<file path="src/rtl/seq_det_param.sv">
// Serial sequence detector with a runtime-programmable pattern of up to PAT_W bits.
// Supports overlapping and non-overlapping detection, a saturating match counter and prefix-depth status.
module seq_det_param #(
  parameter int               PAT_W   = 8,
  parameter int               LEN_W   = 4,
  parameter int               CNT_W   = 8,
  parameter logic [PAT_W-1:0] DEF_PAT = PAT_W'(8'b0010_1011),
  parameter int               DEF_LEN = 6
) (
  input  logic             clk,
  input  logic             rst_n,
  input  logic             en,
  input  logic             in,
  input  logic             cfg_load,
  input  logic [PAT_W-1:0] pat_i,
  input  logic [LEN_W-1:0] len_i,
  input  logic             ovl_i,
  input  logic             clr,
  output logic             out,
  output logic [CNT_W-1:0] match_cnt,
  output logic [LEN_W-1:0] state
);

  logic [PAT_W-1:0] pat_q, pat_d;
  logic [LEN_W-1:0] len_q, len_d;
  logic             ovl_q, ovl_d;
  logic [PAT_W-1:0] hist_q, hist_d;
  logic [LEN_W-1:0] fill_q, fill_d;
  logic             out_q, out_d;
  logic [CNT_W-1:0] cnt_q, cnt_d;

  logic [PAT_W-1:0] new_hist_s;
  logic [PAT_W-1:0] mask_s;
  logic [LEN_W:0]   fill_inc_s;
  logic             hit_s;
  logic             match_s;

  // Match evaluation: compares only the low len_q bits, and only once enough fresh bits exist.
  always_comb begin
    new_hist_s = {hist_q[PAT_W-2:0], in};
    fill_inc_s = {1'b0, fill_q} + {{LEN_W{1'b0}}, 1'b1};
    mask_s     = '0;
    for (int i = 0; i < PAT_W; i++) begin
      mask_s[i] = (i < int'(len_q));
    end
    hit_s = (len_q != '0) && (fill_inc_s >= {1'b0, len_q}) &&
            ((new_hist_s & mask_s) == (pat_q & mask_s));
  end

  // Next-state logic; priority is cfg_load over en, clr acts on the counter independently.
  always_comb begin
    pat_d   = pat_q;
    len_d   = len_q;
    ovl_d   = ovl_q;
    hist_d  = hist_q;
    fill_d  = fill_q;
    out_d   = 1'b0;
    match_s = 1'b0;
    if (cfg_load) begin
      pat_d  = pat_i;
      len_d  = (len_i > LEN_W'(PAT_W)) ? LEN_W'(PAT_W) : len_i;
      ovl_d  = ovl_i;
      hist_d = '0;
      fill_d = '0;
    end else if (en) begin
      hist_d  = new_hist_s;
      match_s = hit_s;
      out_d   = hit_s;
      if (hit_s && !ovl_q) begin
        fill_d = '0;
      end else if (fill_inc_s >= {1'b0, len_q}) begin
        fill_d = len_q;
      end else begin
        fill_d = fill_inc_s[LEN_W-1:0];
      end
    end else begin
      hist_d = hist_q;
    end

    if (clr) begin
      cnt_d = '0;
    end else if (match_s && (cnt_q != {CNT_W{1'b1}})) begin
      cnt_d = cnt_q + {{(CNT_W-1){1'b0}}, 1'b1};
    end else begin
      cnt_d = cnt_q;
    end
  end

  // State registers with asynchronous reset to the default configuration.
  always_ff @(posedge clk or negedge rst_n) begin
    if (!rst_n) begin
      pat_q  <= DEF_PAT;
      len_q  <= LEN_W'(DEF_LEN);
      ovl_q  <= 1'b1;
      hist_q <= '0;
      fill_q <= '0;
      out_q  <= 1'b0;
      cnt_q  <= '0;
    end else begin
      pat_q  <= pat_d;
      len_q  <= len_d;
      ovl_q  <= ovl_d;
      hist_q <= hist_d;
      fill_q <= fill_d;
      out_q  <= out_d;
      cnt_q  <= cnt_d;
    end
  end

  assign out       = out_q;
  assign match_cnt = cnt_q;
  assign state     = fill_q;

endmodule

</file>
<file path="config.mk">
export PLATFORM = sky130hd
export DESIGN_NAME = seq_det_param
export DESIGN_NICKNAME = d
export VERILOG_FILES = /design/src/rtl/seq_det_param.sv
export SDC_FILE = /design/constraint.sdc
export NUM_CORES = 1
export LEC_CHECK = 0
export CAP_MARGIN = 10
export CORE_MARGIN = 2
export CORE_UTILIZATION = 35
export DETAILED_ROUTE_END_ITERATION = 8
export PLACE_DENSITY = 0.66
export SETUP_SLACK_MARGIN = 0.15
export SLEW_MARGIN = 40
export SYNTH_ARGS = -nofsm -noshare
export SYNTH_HDL_FRONTEND = slang
export SYNTH_SLANG_ARGS = --single-unit
</file>
<file path="constraint.sdc">
create_clock -name clk -period 3.49 [get_ports clk]
set_clock_uncertainty 0.2 [all_clocks]
set_input_delay 1.047 -clock clk [delete_from_list [all_inputs] [get_ports clk]]
set_output_delay 1.047 -clock clk [all_outputs]
set_load 0.005 [all_outputs]
</file>
==> results of run 1 <==
-- metrics by stage --
step	utilization, %	hold slack, ns	area, µm²
2_1_floorplan	-	0.3008	1831
3_3_place_gp	44.03	0.3187	2235
3_5_place_dp	44.03	0.3221	2235
4_1_cts	46.33	0.3377	2351
5_1_grt	46.33	0.3584	2351
6_report	46.33	0.3332	2351
-- metal layers --
metal	track usage, %	wire length, µm	up-vias
met5	0	0	-
met4	4.364	42	0
met3	3.791	160	5
met2	22.92	1717	22
met1	15.92	1622	647
li1	-	-	679
-- final cells by class --
cell class                      count  area share, %
Multi-Input combinational cell    127          40.23
Inverter                            5         0.7983
Clock inverter                      1          1.277
Tap cell                           70          3.725
Timing Repair Buffer               36          14.80
Clock buffer                        7          3.672
Sequential cell                    33          35.50
-- state kept, by name, summed over array words and instances, names as in the netlist --
name,flops
len_q,4
pat_q,8
state,4
out,1
hist_q,7
match_cnt,8
ovl_q,1
-- power by group --
part | switching (mW) | total [mW] | internal, mW
logic | 0.188 | 0.356 | 0.168
clock network | 0.135 | 0.367 | 0.233
registers | 0.0430 | 0.466 | 0.423
-- worst register-to-register path, stage by stage, from the launching register on --
cell and delay, ns:
dfrtp_1 0.45, ha_1 0.26, xor2_1 0.16, ha_1 0.28, o21ai_0 0.06, o21ai_1 0.12
buf_4 0.17, nand2_2 0.19, nor4_4 0.30, mux2_1 0.34
-- final timing paths --
check / start / slack, ns / cells after the start / to
max: in / 0.53 / 6 / match_cnt[3]$_DFFE_PN0P_
min: pat_q[4]$_DFFE_PN0P_ / 0.33 / 1 / pat_q[4]$_DFFE_PN0P_
max reg2reg: state[0]$_DFFE_PN0P_ / 0.84 / 9 / match_cnt[3]$_DFFE_PN0P_
min reg2reg: pat_q[4]$_DFFE_PN0P_ / 0.33 / 1 / pat_q[4]$_DFFE_PN0P_
max in group asynchronous: rst_n / 1.80 / 2 / len_q[2]$_DFFE_PN1P_
min in group asynchronous: rst_n / 0.96 / 2 / match_cnt[5]$_DFFE_PN0P_
-- synthesized netlist by cell type --
cell type  instances
nand3b_1           3
mux2_1             5
dfstp_2            7
o21ba_1            2
nand2b_1           3
xor2_1             4
or3_4              1
buf_2              1
nor3_1             2
nand2_2            1
nand4_1            1
or3_1              3
nand2_1            9
a31oi_1            2
buf_6              1
nor3_2             1
nor4_1             2
o31ai_2            1
and2b_1            1
nor4_4             2
xnor2_1            6
o21ai_0           10
a211oi_1           2
buf_1              2
dfrtp_1           26
inv_1              5
nor4_2             2
nor2b_1            5
a22o_1             1
nor2_1            15
o31a_1             2
ha_1               6
o21ai_1            8
nand3_1            6
mux2_2             9
mux2i_1            9
o22ai_1            1
clkbuf_1           2
a21oi_1            2
-- logic make-up after synthesis --
group                    synth area share [%]
AO/OA/AOI/OAI                           10.53
XOR/XNOR                                4.784
multiplexers                            13.53
flip-flops                              45.59
buffers and inverters                   2.734
AND/OR/NAND/NOR                         18.73
adder cells (fa/ha/maj)                 4.101
==> impl_results.md, run 1 <==
- Port Buffers: 31
- Antenna violations before repair: 0
- Drt pass-1 iters: 4
- # fillers: 509
- DR DRC count: 0
- Crit end category: flop
- Power per cell area: 505.9 nW/µm²
- Clk sinks: 33
- Die height: 76.32 µm
- Final Wtd Congestion: 0.7836
- CTS tree: built
- Worst-Margin Slew: 0.4652 ns
- Top fanout value on the critical path: 11
- Vias per Instance: 4.849
- Ranking of synthesized cells by area: dfrtp_1 (36%), dfstp_2 (10%), mux2_2 (5.5%)
- Fin crit share: 84.68%
- Die area: 5825 µm²
- Final setup violation count: 0
- Slew Limit Fails: 0
- # IOs: 32
- Multi-input logic area: 945.9 µm²
- First-pass GRT wire length: 6361 µm
- CP delay by family, top: simple AND/OR/NAND/NOR gates
- Drt initial violations: 45
- # Max-Cap Violations: 0
- Chip width: 76.32 µm
- F_max: 338.4 MHz
- Fin Setup TNS: 0 ns
- Routed WL per cell: 12.70 µm
- Clock latency at the later pin of the worst-skew pair: 0.28 ns
- HPWL after DPL: 2579 µm
- Most frequent cells in the layout: clkdlybuf4s50_1 (31), dfrtp_1 (26), nor2_1 (15)
- Maximum VDD drop: 233.5 µV
- Register area share after synthesis: 45.59%
- Most common cell after layout, fill and taps aside: clkdlybuf4s50_1
- Ys Warns: 0
- Synth-to-Final Area Change: 28.43%
- Core area: 5075 µm²
- Critical-path top delay cell: clkdlybuf4s50_1
- ANT cells: 0
- Arr. time, crit path: 2.92 ns
- Mapped Nets: 196
- Final Power: 1.189 mW
- Req. time, crit path: 3.45 ns
- RSZ-0062 raised after global routing: false
- Seq cells post-synth: 33
- Yosys top cell by area: dfrtp_1
- Final min period: 2.955 ns
- Register area: 834.6 µm²
- Vias in the first global route: 1405
- Clock tree buffer depth: 2
- Syn_area_per_cell: 10.70 µm²
- Total grt overflow: 0
- Placed Cells: 271
- Setup WS post-layout: 0.5348 ns
- P_leak: 0.9927 nW
- Clk pin slew, worst setup/hold paths: 0.07 ns
- Yosys top cell area share: 35.54%
- Largest net degree at the start of global routing: 34
- WL final: 3543 µm
- Final Non-Filler Cells: 279
- CTS Root Cell: clkbuf_8
- Final net count: 233
- Postcts setup bufs: 0
- Max H-tree Level: 2
- Post-Syn Instances: 171
- Cell variety after synth: 39
- Final hold vios: 0
- Post-CTS sizing: 0
- WS Path Type: input pin to flop
- Initial core utilization: 36.07%
- Syn Std Cell Area: 1831 µm²
- Hold Path Class: flop to flop
- ANT nets after route: 0
- Status: complete, no violations
- Startpoint Class: input pin
- Slew headroom: 68.89%
- Slowest stage delay, CP: 0.52 ns
- Buffers & Inverters on Critical Path: 1
- Crit-path cells: clkdlybuf4s50_1 > xnor2_1 > o21ai_1 > or3_4 > nor4_4 > mux2_1
- Hold buffers post-CTS: 0
- # rows: 26
- Worst slack at placement: 0.2355 ns
- Total number of vias: 1353
- Share of cells above drive strength 1: 17.22%
- GRT Total Usage: 13.28%
- CTS Buf Count: 5
Note: power is estimated with default switching activity, not from simulation.
==> run 2: changes to the inputs <==
==> constraint.sdc (replaced) <==
create_clock -name clk -period 3.04 [get_ports clk]
set_clock_uncertainty 0.2 [all_clocks]
set_input_delay 0.912 -clock clk [delete_from_list [all_inputs] [get_ports clk]]
set_output_delay 0.912 -clock clk [all_outputs]
set_load 0.005 [all_outputs]
==> run 2 against run 1 <==
  * Non-clock buffer count is 4 higher
  * Wire length up 1.1%
  * Power increased by 10%
  * Sequential cell count did not move
  * Cell count is 1.4% higher
  * Via count is 2.2% higher
==> impl_results.md, run 2 (same netlist as run 1, synthesis figures left out) <==
- CTS Buf Count: 5
- ANT nets after route: 0
- Final net count: 237
- Drt pass-1 iters: 4
- Final Wtd Congestion: 0.7914
- Max H-tree Level: 2
- Final Power: 1.310 mW
- WL final: 3581 µm
- CTS Root Cell: clkbuf_8
- Fin Setup TNS: 0 ns
- # rows: 26
- Worst-Margin Slew: 0.4531 ns
- R2r setup slk: 0.42 ns
- Power per cell area: 553.8 nW/µm²
- Post-route cell area: 2366 µm²
- Post-CTS sizing: 0
- Core area: 5075 µm²
- Chip width: 76.32 µm
- GRT Total Usage: 13.73%
- Hold buffers post-CTS: 0
- Arr. time, crit path: 2.73 ns
- CTS tree: built
- Total number of vias: 1383
- P_leak: 1.008 nW
- Area of placed instances: 2265 µm²
- Drt initial violations: 48
- DR DRC count: 0
- Clk sinks: 33
- ANT cells: 0
- Reg2reg end: match_cnt[4]$_DFFE_PN0P_
- Req. time, crit path: 3.01 ns
- First-pass GRT wire length: 6430 µm
- Die area: 5825 µm²
- Final setup violation count: 0
- F_max: 362.7 MHz
- Initial core utilization: 36.07%
- Die height: 76.32 µm
- HPWL after DPL: 2612 µm
- # IOs: 32
- Worst Setup SP: in
- Clk pin slew, worst setup/hold paths: 0.07 ns
- Final hold vios: 0
- Vias per Instance: 4.887
- Routed WL per cell: 12.65 µm
- Clock tree buffer depth: 2
- Largest net degree at the start of global routing: 34
- Port Buffers: 31
- Synth-to-Final Area Change: 29.25%
- Final Non-Filler Cells: 283
- Total grt overflow: 0
- Most frequent cells in the layout: clkdlybuf4s50_1 (31), dfrtp_1 (26), nor2_1 (15)
- Path depth of the worst reg2reg path: 8
- Maximum VDD drop: 352.4 µV
- Status: complete, no violations
- Final min period: 2.757 ns
- Antenna violations before repair: 0
- Hold Path Class: flop to flop
- Hold_ws: 0.3321 ns
- Slew Limit Fails: 0
- Top fanout value on the critical path: 10
- Postcts setup bufs: 0
- Clock latency at the later pin of the worst-skew pair: 0.28 ns
- # fillers: 516
- RSZ-0062 raised after global routing: false
- Vias in the first global route: 1333
- Fin crit share: 90.71%
- Startpoint Class: input pin
- Most common cell after layout, fill and taps aside: clkdlybuf4s50_1
- Share of cells above drive strength 1: 19.25%
- Crit end category: flop
- Worst reg2reg startpoint: state[0]$_DFFE_PN0P_
- Worst setup path end: match_cnt[4]$_DFFE_PN0P_
- # Max-Cap Violations: 0
- WS Path Type: input pin to flop
- Placed Cells: 275
- Slew headroom: 69.70%
## run 2: layout make-up
type                       instances  area (µm²)  share of cell area, %
clock buffer                       7       96.34                  4.072
clock inverter                     1       5.005                 0.2115
inverter                           5       18.77                 0.7932
multi-input combinational        127       945.9                  39.98
sequential                        33       834.6                  35.27
tap                               70       87.58                  3.702
timing repair buffer              40       377.9                  15.97
## run 2: worst min path at each step
stage / end / start / cells past startpoint
floorplan: pat_q[7]$_DFFE_PN0P_ / pat_q[7]$_DFFE_PN0P_ / 1
global placement: pat_q[6]$_DFFE_PN0P_ / pat_q[6]$_DFFE_PN0P_ / 1
detailed placement: pat_q[7]$_DFFE_PN0P_ / pat_q[7]$_DFFE_PN0P_ / 1
CTS: pat_q[7]$_DFFE_PN0P_ / pat_q[7]$_DFFE_PN0P_ / 1
global route: pat_q[7]$_DFFE_PN0P_ / pat_q[7]$_DFFE_PN0P_ / 1
finish: pat_q[7]$_DFFE_PN0P_ / pat_q[7]$_DFFE_PN0P_ / 1
## run 2: power breakdown
group	switching, mW	internal [mW]
Clock	0.161	0.205
Sequential	0.0509	0.485
Combinational	0.213	0.196
Total	0.425	0.885
## run 2: worst max-delay path, stage by stage
cell             delay [ns]
clkdlybuf4s50_1        0.50
xnor2_1                0.12
o21ai_1                0.07
or3_4                  0.48
nor4_4                 0.29
mux2_1                 0.35
## run 2: per-layer routing
layer / share of wire (%) / GRT usage, % / vias up / routed length, µm
met5: 0 / 0 / - / 0
met4: 1.2 / 4.909 / 0 / 42
met3: 4.5 / 4.384 / 5 / 162
met2: 46 / 21.50 / 28 / 1659
met1: 48 / 17.88 / 659 / 1716
li1: - / - / 691 / -
## run 2: through the flow
stage	worst slack (ns)	utilization, %
floorplan	0.2957	-
finish	0.2826	46.62
detailed placement	-0.02320	44.63
global placement	-0.008140	44.63
global route	0.1968	46.62
CTS	0.2827	46.62
==> run 3: changes to the inputs <==
--- a/config.mk
+++ b/config.mk
@@ -8,6 +8,7 @@
 export CAP_MARGIN = 10
 export CORE_MARGIN = 2
 export CORE_UTILIZATION = 35
+export CTS_BUF_LIST = sky130_fd_sc_hd__clkbuf_8
 export DETAILED_ROUTE_END_ITERATION = 8
 export PLACE_DENSITY = 0.66
 export SETUP_SLACK_MARGIN = 0.15
==> results of run 3 <==
Same layout as run 2: the final DEF is identical, and so are final timing and power.
